[config.mk]
export PLATFORM = sky130hd
export DESIGN_NAME = latch_write_sequencer
export DESIGN_NICKNAME = d
export VERILOG_FILES = /design/src/rtl/latch_write_sequencer.sv
export SDC_FILE = /design/constraint.sdc
export NUM_CORES = 1
export LEC_CHECK = 0
export BUFFER_PORTS_ARGS = -buffer_cell sky130_fd_sc_hd__buf_2
export CAP_MARGIN = 30
export CORE_ASPECT_RATIO = 0.8
export CORE_MARGIN = 1.5
export CORE_UTILIZATION = 30
export DETAILED_ROUTE_END_ITERATION = 10
export HOLD_SLACK_MARGIN = 0.15
export MAX_ROUTING_LAYER = met4
export PLACE_DENSITY = 0.53
export RECOVER_POWER = 100
export SLEW_MARGIN = 15
export SYNTH_ARGS = -nofsm -noshare
export SYNTH_HDL_FRONTEND = slang
export SYNTH_SLANG_ARGS = --single-unit
[constraint.sdc]
create_clock -name clk -period 1.5 [get_ports clk]
set_clock_uncertainty 0.2 [all_clocks]
set_input_delay 0.3 -clock clk [delete_from_list [all_inputs] [get_ports clk]]
set_output_delay 0.3 -clock clk [all_outputs]
set_load 0.05 [all_outputs]
[src/rtl/latch_write_sequencer.sv]
// Sequencer that turns write/clear requests into registered, glitch-free gate,
// clear and data controls for a bank of level-sensitive D latches.
module latch_write_sequencer #(
  parameter int WIDTH     = 8,
  parameter int SETUP_CYC = 1,
  parameter int OPEN_CYC  = 2,
  parameter int HOLD_CYC  = 1
) (
  input  logic             clk,
  input  logic             clr,
  input  logic             wr_valid,
  output logic             wr_ready,
  input  logic             wr_clear,
  input  logic [WIDTH-1:0] wr_data,
  output logic [WIDTH-1:0] lat_d,
  output logic             lat_g,
  output logic             lat_clr,
  output logic             busy,
  output logic             done
);

  localparam int MAX_SO  = (SETUP_CYC > OPEN_CYC) ? SETUP_CYC : OPEN_CYC;
  localparam int MAX_CYC = (MAX_SO > HOLD_CYC) ? MAX_SO : HOLD_CYC;
  localparam int CW      = $clog2(MAX_CYC + 1);

  typedef enum logic [2:0] {IDLE, SETUP, OPEN, HOLD, CLEAR} state_t;

  state_t          state, state_nx;
  logic [CW-1:0]   cnt, cnt_nx;
  logic            accept;
  logic            g_nx, clr_nx, busy_nx, done_nx;

  // Counter is loaded with N-1 so a state lasts exactly N cycles.
  function automatic logic [CW-1:0] load_cnt(input int n);
    return CW'(n - 1);
  endfunction

  assign wr_ready = (state == IDLE) && !clr;
  assign accept   = wr_valid && wr_ready;

  always_ff @(posedge clk) begin
    if (clr) begin
      state   <= IDLE;
      cnt     <= '0;
      lat_d   <= '0;
      lat_g   <= 1'b0;
      lat_clr <= 1'b1;
      busy    <= 1'b0;
      done    <= 1'b0;
    end else begin
      state   <= state_nx;
      cnt     <= cnt_nx;
      lat_g   <= g_nx;
      lat_clr <= clr_nx;
      busy    <= busy_nx;
      done    <= done_nx;
      if (accept && !wr_clear) lat_d <= wr_data;
    end
  end

  always_comb begin
    state_nx = state;
    cnt_nx   = cnt;
    case (state)
      IDLE: begin
        if (accept) begin
          state_nx = wr_clear ? CLEAR : SETUP;
          cnt_nx   = wr_clear ? load_cnt(OPEN_CYC) : load_cnt(SETUP_CYC);
        end
      end
      SETUP: begin
        if (cnt == '0) begin
          state_nx = OPEN;
          cnt_nx   = load_cnt(OPEN_CYC);
        end else begin
          cnt_nx = cnt - 1'b1;
        end
      end
      OPEN: begin
        if (cnt == '0) begin
          state_nx = HOLD;
          cnt_nx   = load_cnt(HOLD_CYC);
        end else begin
          cnt_nx = cnt - 1'b1;
        end
      end
      HOLD, CLEAR: begin
        if (cnt == '0) state_nx = IDLE;
        else           cnt_nx   = cnt - 1'b1;
      end
      default: state_nx = IDLE;
    endcase
  end

  // Outputs are derived from the next state and registered, so they never glitch.
  always_comb begin
    g_nx    = (state_nx == OPEN);
    clr_nx  = (state_nx == CLEAR);
    busy_nx = (state_nx != IDLE);
    done_nx = (state != IDLE) && (state_nx == IDLE);
  end

endmodule

==> summary.txt, run 1 <==
Yosys
  • Synth area leaders: dfxtp_1 41%, mux2i_1 11%, nor2_1 5.8%
  • Number of flops mapped to enable cells by yosys: 0
  • Commonest register cell after synthesis: dfxtp_1
  • Synthesized area per cell: 9.75 um^2
  • Fraction of registers with async set/reset: 0
  • Area leader, netlist: dfxtp_1
  • Synth top area share: 0.406
  • Post-Syn Nets: approximately 100
  • Synth Warn #: 0
  • Synth Register Bits: 17
  • Synthesized area: around 840 um^2
  • Synth cell types: 34
  • Most frequent cell after synthesis: dfxtp_1
  • Syn Inst Count: between 80 and 90
  • Top cells by count, synth: 17 x dfxtp_1, 13 x nor2_1, 9 x mux2i_1
  • Sequential share of the synthesized area: 0.406

Layout
  • Final std cells w/o fill: ~170
  • Final instance area: about 1300 um^2
  • Antenna cells: 0
  • Layout cells sized above 1: 0.452
  • Syn-to-layout area delta: 53.6%
  • Final-stage net count: ~150

Pwr
  • Pint: between 1 and 1.5 mW
  • Logic pwr share: 0.515
  • Total Power: 1.71 mW
  • Seq pwr share: 0.344
  • Clock power frac: 0.142
  • Power Dens Cells: about 1300 nW/um^2
  • Leakage Power: 0.626 nW
  • Max VDD drop: about 0.00077 V
  • Psw: between 600 and 700 uW
  • Switching share of power: 0.388

Critical path
  • Slowest stage delay, CP: between 0.3 and 0.4 ns
  • CP top delay family: flip-flops
  • Worst-path cell chain: nor4_4, buf_6
  • Critical Path Sink Type: output port
  • CP Data Arrival Time: between 1 and 1.5 ns
  • Buffers & Inverters on Critical Path: 1
  • Setup crit start kind: flip-flop
  • Worst EP required: 1.00 ns
  • Worst-path fanout max: 2
  • Setup CP Type: reg2out
  • Slowest cell on crit path: dfxtp_4

GRT
  • Grt met3 use: 0.0404
  • First-pass GRT wire length: 3390 um
  • Overall Global Routing Usage: 0.141
  • Initial antenna violation count: 0
  • Largest net degree at the start of global routing: 16
  • Global Route met1 Usage: 0.170
  • Most Crowded Layer GR: met2
  • Grt ovf: 0
  • Met2 Use GR: 0.237
  • Vias in the first global route: around 750

Clock network
  • Total CTS buffers: 3
  • CTS tree: done
  • Worst-path clk slew: around 0.1 ns
  • Clock Latency Late Sink: around 0.29 ns
  • CTS max path bufs: 2
  • Clk root buf: clkbuf_4
  • Clk sinks: 17
  • Max H-tree Level: 1

STA
  • Setup TNS Final: -0.686 ns
  • RSZ-0062 raised after global routing: true
  • Final WS setup: -0.148 ns
  • Post-route minimum period: between 1.5 and 2 ns
  • Final Hold Slack: approximately 0.18 ns
  • Final Hold Fails: 0
  • Tcrit/Tclk final: 1.10
  • # setup viols final: 12
  • Worst Tran Pin Value: 0.283 ns
  • FMAX: 0.607 GHz
  • Relative slew slack: 0.812
  • Final slew viol count: 0

Placed design
  • DP Area: approximately 1100 um^2
  • Final HPWL DP: between 1000 and 1500 um
  • Placer Congestion: slightly below 0.8
  • Port Buffers: 24
  • Inst Count DP: ~150

Outcome
  • Failing checks: negative setup slack
  • Outcome: finished with violations

Floorplanning
  • Area of the core: 2540 um^2
  • Die Wd: just over 60 um
  • Die ar.: between 3000 and 4000 um^2
  • Initial Util: 0.330
  • Chip height: 50.3 um
  • Std-Cell Rows: 16
  • I/O pins: 25

Detailed routing
  • Wire per inst: between 10 and 15 um
  • Vias/cell: 4.55
  • DRC: 0
  • Remaining antenna violation count: 0
  • Vias: between 700 and 800
  • 1st-iter DRT viols: 16
  • Drt total wl: about 2000 um
  • DR pass1 iterations: 4

Hold path
  • Hold Crit Class: in2reg

Flow run
  • Number of max-cap violations: 0
power by group through the flow:
stage,clock (mW),combinational (mW),sequential [mW]
2_1_floorplan,0,0.450,0.678
3_3_place_gp,0,0.741,0.601
3_5_place_dp,0,0.747,0.600
4_1_cts,0.255,0.886,0.587
5_1_grt,0.278,0.968,0.598
6_report,0.243,0.882,0.589
state kept, by name, summed over array words and instances, names as in the netlist:
signal,flops
done,1
lat_g,1
cnt,2
lat_clr,1
lat_d,8
state,3
busy,1
placed cells by master (no fill, tap or decap), types with 2 or more instances in the layout:
cell and count:
nor2_2 2, nand2b_1 2, buf_2 11, nor2_1 12, dfxtp_4 4, nand2_1 3
buf_4 12, ha_4 2, buf_6 5, nor2b_1 2, clkbuf_1 2, mux2i_1 9
clkbuf_2 13, o21a_1 2, a21oi_1 3, nor3_1 2, dfxtp_1 12, dlygate4sd3_1 9
clkbuf_4 3
final timing paths:
kind | cells past startpoint | from | slack, ns | to
worst max register to register | 6 | cnt[1]$_SDFFE_PP0P_ | -0.10 | cnt[1]$_SDFFE_PP0P_
worst max-delay path | 2 | state[1]$_SDFF_PP0_ | -0.15 | wr_ready
worst min register to register | 2 | lat_d[2]$_SDFFE_PP0P_ | 0.30 | lat_d[2]$_SDFFE_PP0P_
worst min-delay path | 5 | wr_valid | 0.18 | state[2]$_SDFF_PP0_
metal layers:
layer	up-vias	part of all wire	routed length, um
li1	399	-	-
met1	359	0.48	944
met2	16	0.47	931
met3	4	0.038	75
met4	0	0.011	21
met5	-	0	0
worst min-delay path, delay by kind of cell:
kind / cells / cell delay [ns]
AND/OR/NAND/NOR: 3 / 0.18
buffers and inverters: 1 / 0.11
multiplexers: 1 / 0.06
cell families after synthesis:
family / count (synthesis) / share of synthesized area
AO/OA/AOI/OAI: 15 / 0.136
AND/OR/NAND/NOR: 30 / 0.188
multiplexers: 9 / 0.107
buffers and inverters: 9 / 0.0776
flip-flops: 17 / 0.406
XOR/XNOR: 3 / 0.0403
adder cells (fa/ha/maj): 3 / 0.0448
final cells by class:
cell class,instances,area (um^2)
Clock buffer,4,26.3
Inverter,3,13.8
Timing Repair Buffer,51,360
Sequential cell,17,357
Multi-Input combinational cell,60,485
Tap cell,36,45.0
Fill cell,264,1250
stage by stage:
step / utilization / setup slack [ns]
detailed placement: 0.424 / -0.0831
floorplan: - / -0.363
global placement: 0.424 / -0.0697
finish: 0.506 / -0.148
global route: 0.506 / -0.196
CTS: 0.505 / -0.155
timing repair:
item | in CTS | in global routing
setup endpoints to repair | 11 | 14
setup buffers | 5 | 0
hold buffers | 9 | 0
pin swaps | 11 | 6
endpoints found under the hold margin | 10 | 0
resized for setup | 16 | 4
Power figures use the tool's default switching activity.
==> inputs of run 2 (changes only) <==
==> constraint.sdc (replaced) <==
create_clock -name clk -period 1.5 [get_ports clk]
set_clock_uncertainty 0.2 [all_clocks]
set_input_delay 0.075 -clock clk [delete_from_list [all_inputs] [get_ports clk]]
set_output_delay 0.075 -clock clk [all_outputs]
set_load 0.05 [all_outputs]
==> summary.txt, run 2 (same netlist as run 1, synthesis figures left out) <==
Layout
  • Layout cells sized above 1: 0.418 (was 0.452)
  • Reg with most FFs: lat_d (unchanged)
  • Syn-to-layout area delta: 53.4% (was 53.6%)
  • Leading cell type in the layout, fill and taps excluded: dlygate4sd3_1 (was clkbuf_2)
  • Antenna cells: 0 (unchanged)
  • Max reg flops: 8 (unchanged)
  • Largest regs: lat_d x8, state x3, cnt x2 (unchanged)
  • Most frequent cells in the layout: 13 x dlygate4sd3_1, 12 x nor2_1, 12 x dfxtp_1, 12 x buf_2, 10 x buf_4 (was 13 x clkbuf_2, 12 x nor2_1, 12 x dfxtp_1, 12 x buf_4, 11 x buf_2)
  • Final-stage net count: 150 (was 151)
  • Final core utilization: 0.506 (about the same)

Floorplanning
  • I/O pins: 25 (unchanged)
  • Die ar.: 3120 um^2 (unchanged)
  • Std-Cell Rows: 16 (unchanged)
  • Area of the core: 2540 um^2 (unchanged)
  • Initial Util: 0.330 (unchanged)
  • Die Wd: 62.1 um (unchanged)
  • Chip height: 50.3 um (unchanged)

Critical path
  • Worst EP required: 1.46 ns (was 1.00 ns)
  • CP Data Arrival Time: 1.54 ns (was 1.15 ns)
  • Setup CP Type: reg2reg (was reg2out)
  • Slowest cell on crit path: dfxtp_2 (was dfxtp_4)
  • Setup crit start kind: flip-flop (unchanged)
  • Critical Path Source: cnt[1]$_SDFFE_PP0P_ (was state[1]$_SDFF_PP0_)
  • Worst-path cell chain: inv_2, ha_4, and3b_1, a21oi_1, a2bb2oi_2, a311oi_1 (was nor4_4, buf_6)
  • Critical Path Sink Type: flip-flop (was output port)
  • R2r startpoint: cnt[1]$_SDFFE_PP0P_ (unchanged)
  • Slowest stage delay, CP: 0.38 ns (was 0.36 ns)
  • Worst-path fanout max: 4 (was 2)

STA
  • Post-route minimum period: 1.57 ns (was 1.65 ns)
  • FMAX: 0.636 GHz (was 0.607 GHz)
  • # setup viols final: 10 (was 12)
  • Tcrit/Tclk final: 1.05 (was 1.10)
  • RSZ-0062 raised after global routing: true (unchanged)
  • Worst Tran Pin Value: 0.594 ns (was 0.283 ns)
  • Final Hold Fails: 0 (unchanged)
  • Final slew viol count: 0 (unchanged)
  • Relative slew slack: 0.606 (was 0.812)
  • Final WS setup: -0.0734 ns (was -0.148 ns)

Clock network
  • Max H-tree Level: 1 (unchanged)
  • CTS tree: done (unchanged)
  • Worst-path clk slew: 0.10 ns (about the same)
  • CTS max path bufs: 2 (unchanged)
  • Clock Latency Late Sink: 0.29 ns (about the same)
  • Total CTS buffers: 3 (unchanged)
  • Clk root buf: clkbuf_4 (unchanged)
  • Clk sinks: 17 (unchanged)
  • Number of setup buffers added after CTS: 0 (was 5)

Detailed routing
  • 1st-iter DRT viols: 28 (was 16)
  • Drt total wl: 1930 um (was 1970 um)
  • Vias: 757 (was 778)
  • DR pass1 iterations: 4 (unchanged)
  • Remaining antenna violation count: 0 (unchanged)
  • Vias/cell: 4.45 (was 4.55)
  • DRC: 0 (unchanged)
  • Wire per inst: 11.4 um (was 11.5 um)

Placed design
  • Port Buffers: 24 (unchanged)
  • Final HPWL DP: 1320 um (about the same)
  • Placer Congestion: 0.742 (was 0.787)
  • Dpl ws: -0.0810 ns (was -0.0831 ns)

Hold path
  • Hold Crit Class: in2reg (unchanged)
  • Hold Crit Start: clr (was wr_valid)

Flow run
  • Number of max-cap violations: 0 (unchanged)

Outcome
  • Outcome: finished with violations (unchanged)
  • Failing checks: negative setup slack (unchanged)

Pwr
  • Power Dens Cells: 1290 nW/um^2 (was 1330 nW/um^2)
  • Total Power: 1.66 mW (was 1.71 mW)
  • Max VDD drop: 0.000595 V (was 0.000766 V)
  • Leakage Power: 0.611 nW (was 0.626 nW)

GRT
  • Initial antenna violation count: 0 (unchanged)
  • Vias in the first global route: 735 (was 751)
  • Largest net degree at the start of global routing: 12 (was 16)
  • Grt ovf: 0 (unchanged)
  • First-pass GRT wire length: 3320 um (was 3390 um)
  • Overall Global Routing Usage: 0.137 (was 0.141)
==> run 2: final cells by class <==
class / instances / area [um^2]
sequential: 17 / 347
clock inverter: 1 / 5.00
clock buffer: 3 / 22.5
inverter: 3 / 11.3
fill: 254 / 1260
timing repair buffer: 50 / 369
multi-input combinational: 60 / 487
tap: 36 / 45.0
==> run 2: path summary, 6_finish.rpt <==
path / endpoint / slack, ns / cells after the start
setup / recovery: cnt[1]$_SDFFE_PP0P_ / -0.07 / 6
setup reg to reg: cnt[1]$_SDFFE_PP0P_ / -0.07 / 6
hold / removal: lat_d[7]$_SDFFE_PP0P_ / 0.21 / 6
hold reg to reg: lat_d[6]$_SDFFE_PP0P_ / 0.30 / 2
==> run 2: timing repair <==
item | 4_1_cts | 5_1_grt
endpoints found under the hold margin | 17 | 3
hold buffers | 12 | 1
endpoints found under the setup margin | 5 | 14
gates resized for setup | 8 | 6
pin swaps | 3 | 1
==> run 2: through the flow <==
stage,cell area [um^2],instances,setup TNS (ns),hold slack [ns]
after floorplan,870,86,-2.66,0.0189
after detailed placement,1090,153,-0.149,0.114
after global routing,1290,170,-1.22,0.235
after CTS,1270,169,-0.232,0.145
after global placement,1090,153,-0.0880,0.105
final,1290,170,-0.339,0.211
==> run 2: routing by layer <==
metal  part of all wire  vias up  wire [um]  global-route usage
met4             0.0036        0          7              0.0259
met3              0.049        2         95              0.0426
li1                   -      393          -                   -
met5                  0        -          0                   -
met2               0.45       19        879               0.212
met1               0.49      343        952               0.180
==> run 2: power breakdown <==
group	internal [mW]	total (mW)	switching [mW]	leakage, nW
sequential	0.523	0.588	0.0646	0.141
clock	0.0991	0.244	0.145	0.0177
combinational	0.380	0.832	0.452	0.452
==> run 2: worst max-delay path: cells and delay by family (launching register included) <==
family / cells / cell delay [ns]
simple gates: 1 / 0.16
compound gates: 3 / 0.40
buf+inv: 1 / 0.05
fa+ha+maj: 1 / 0.25
flops: 1 / 0.38
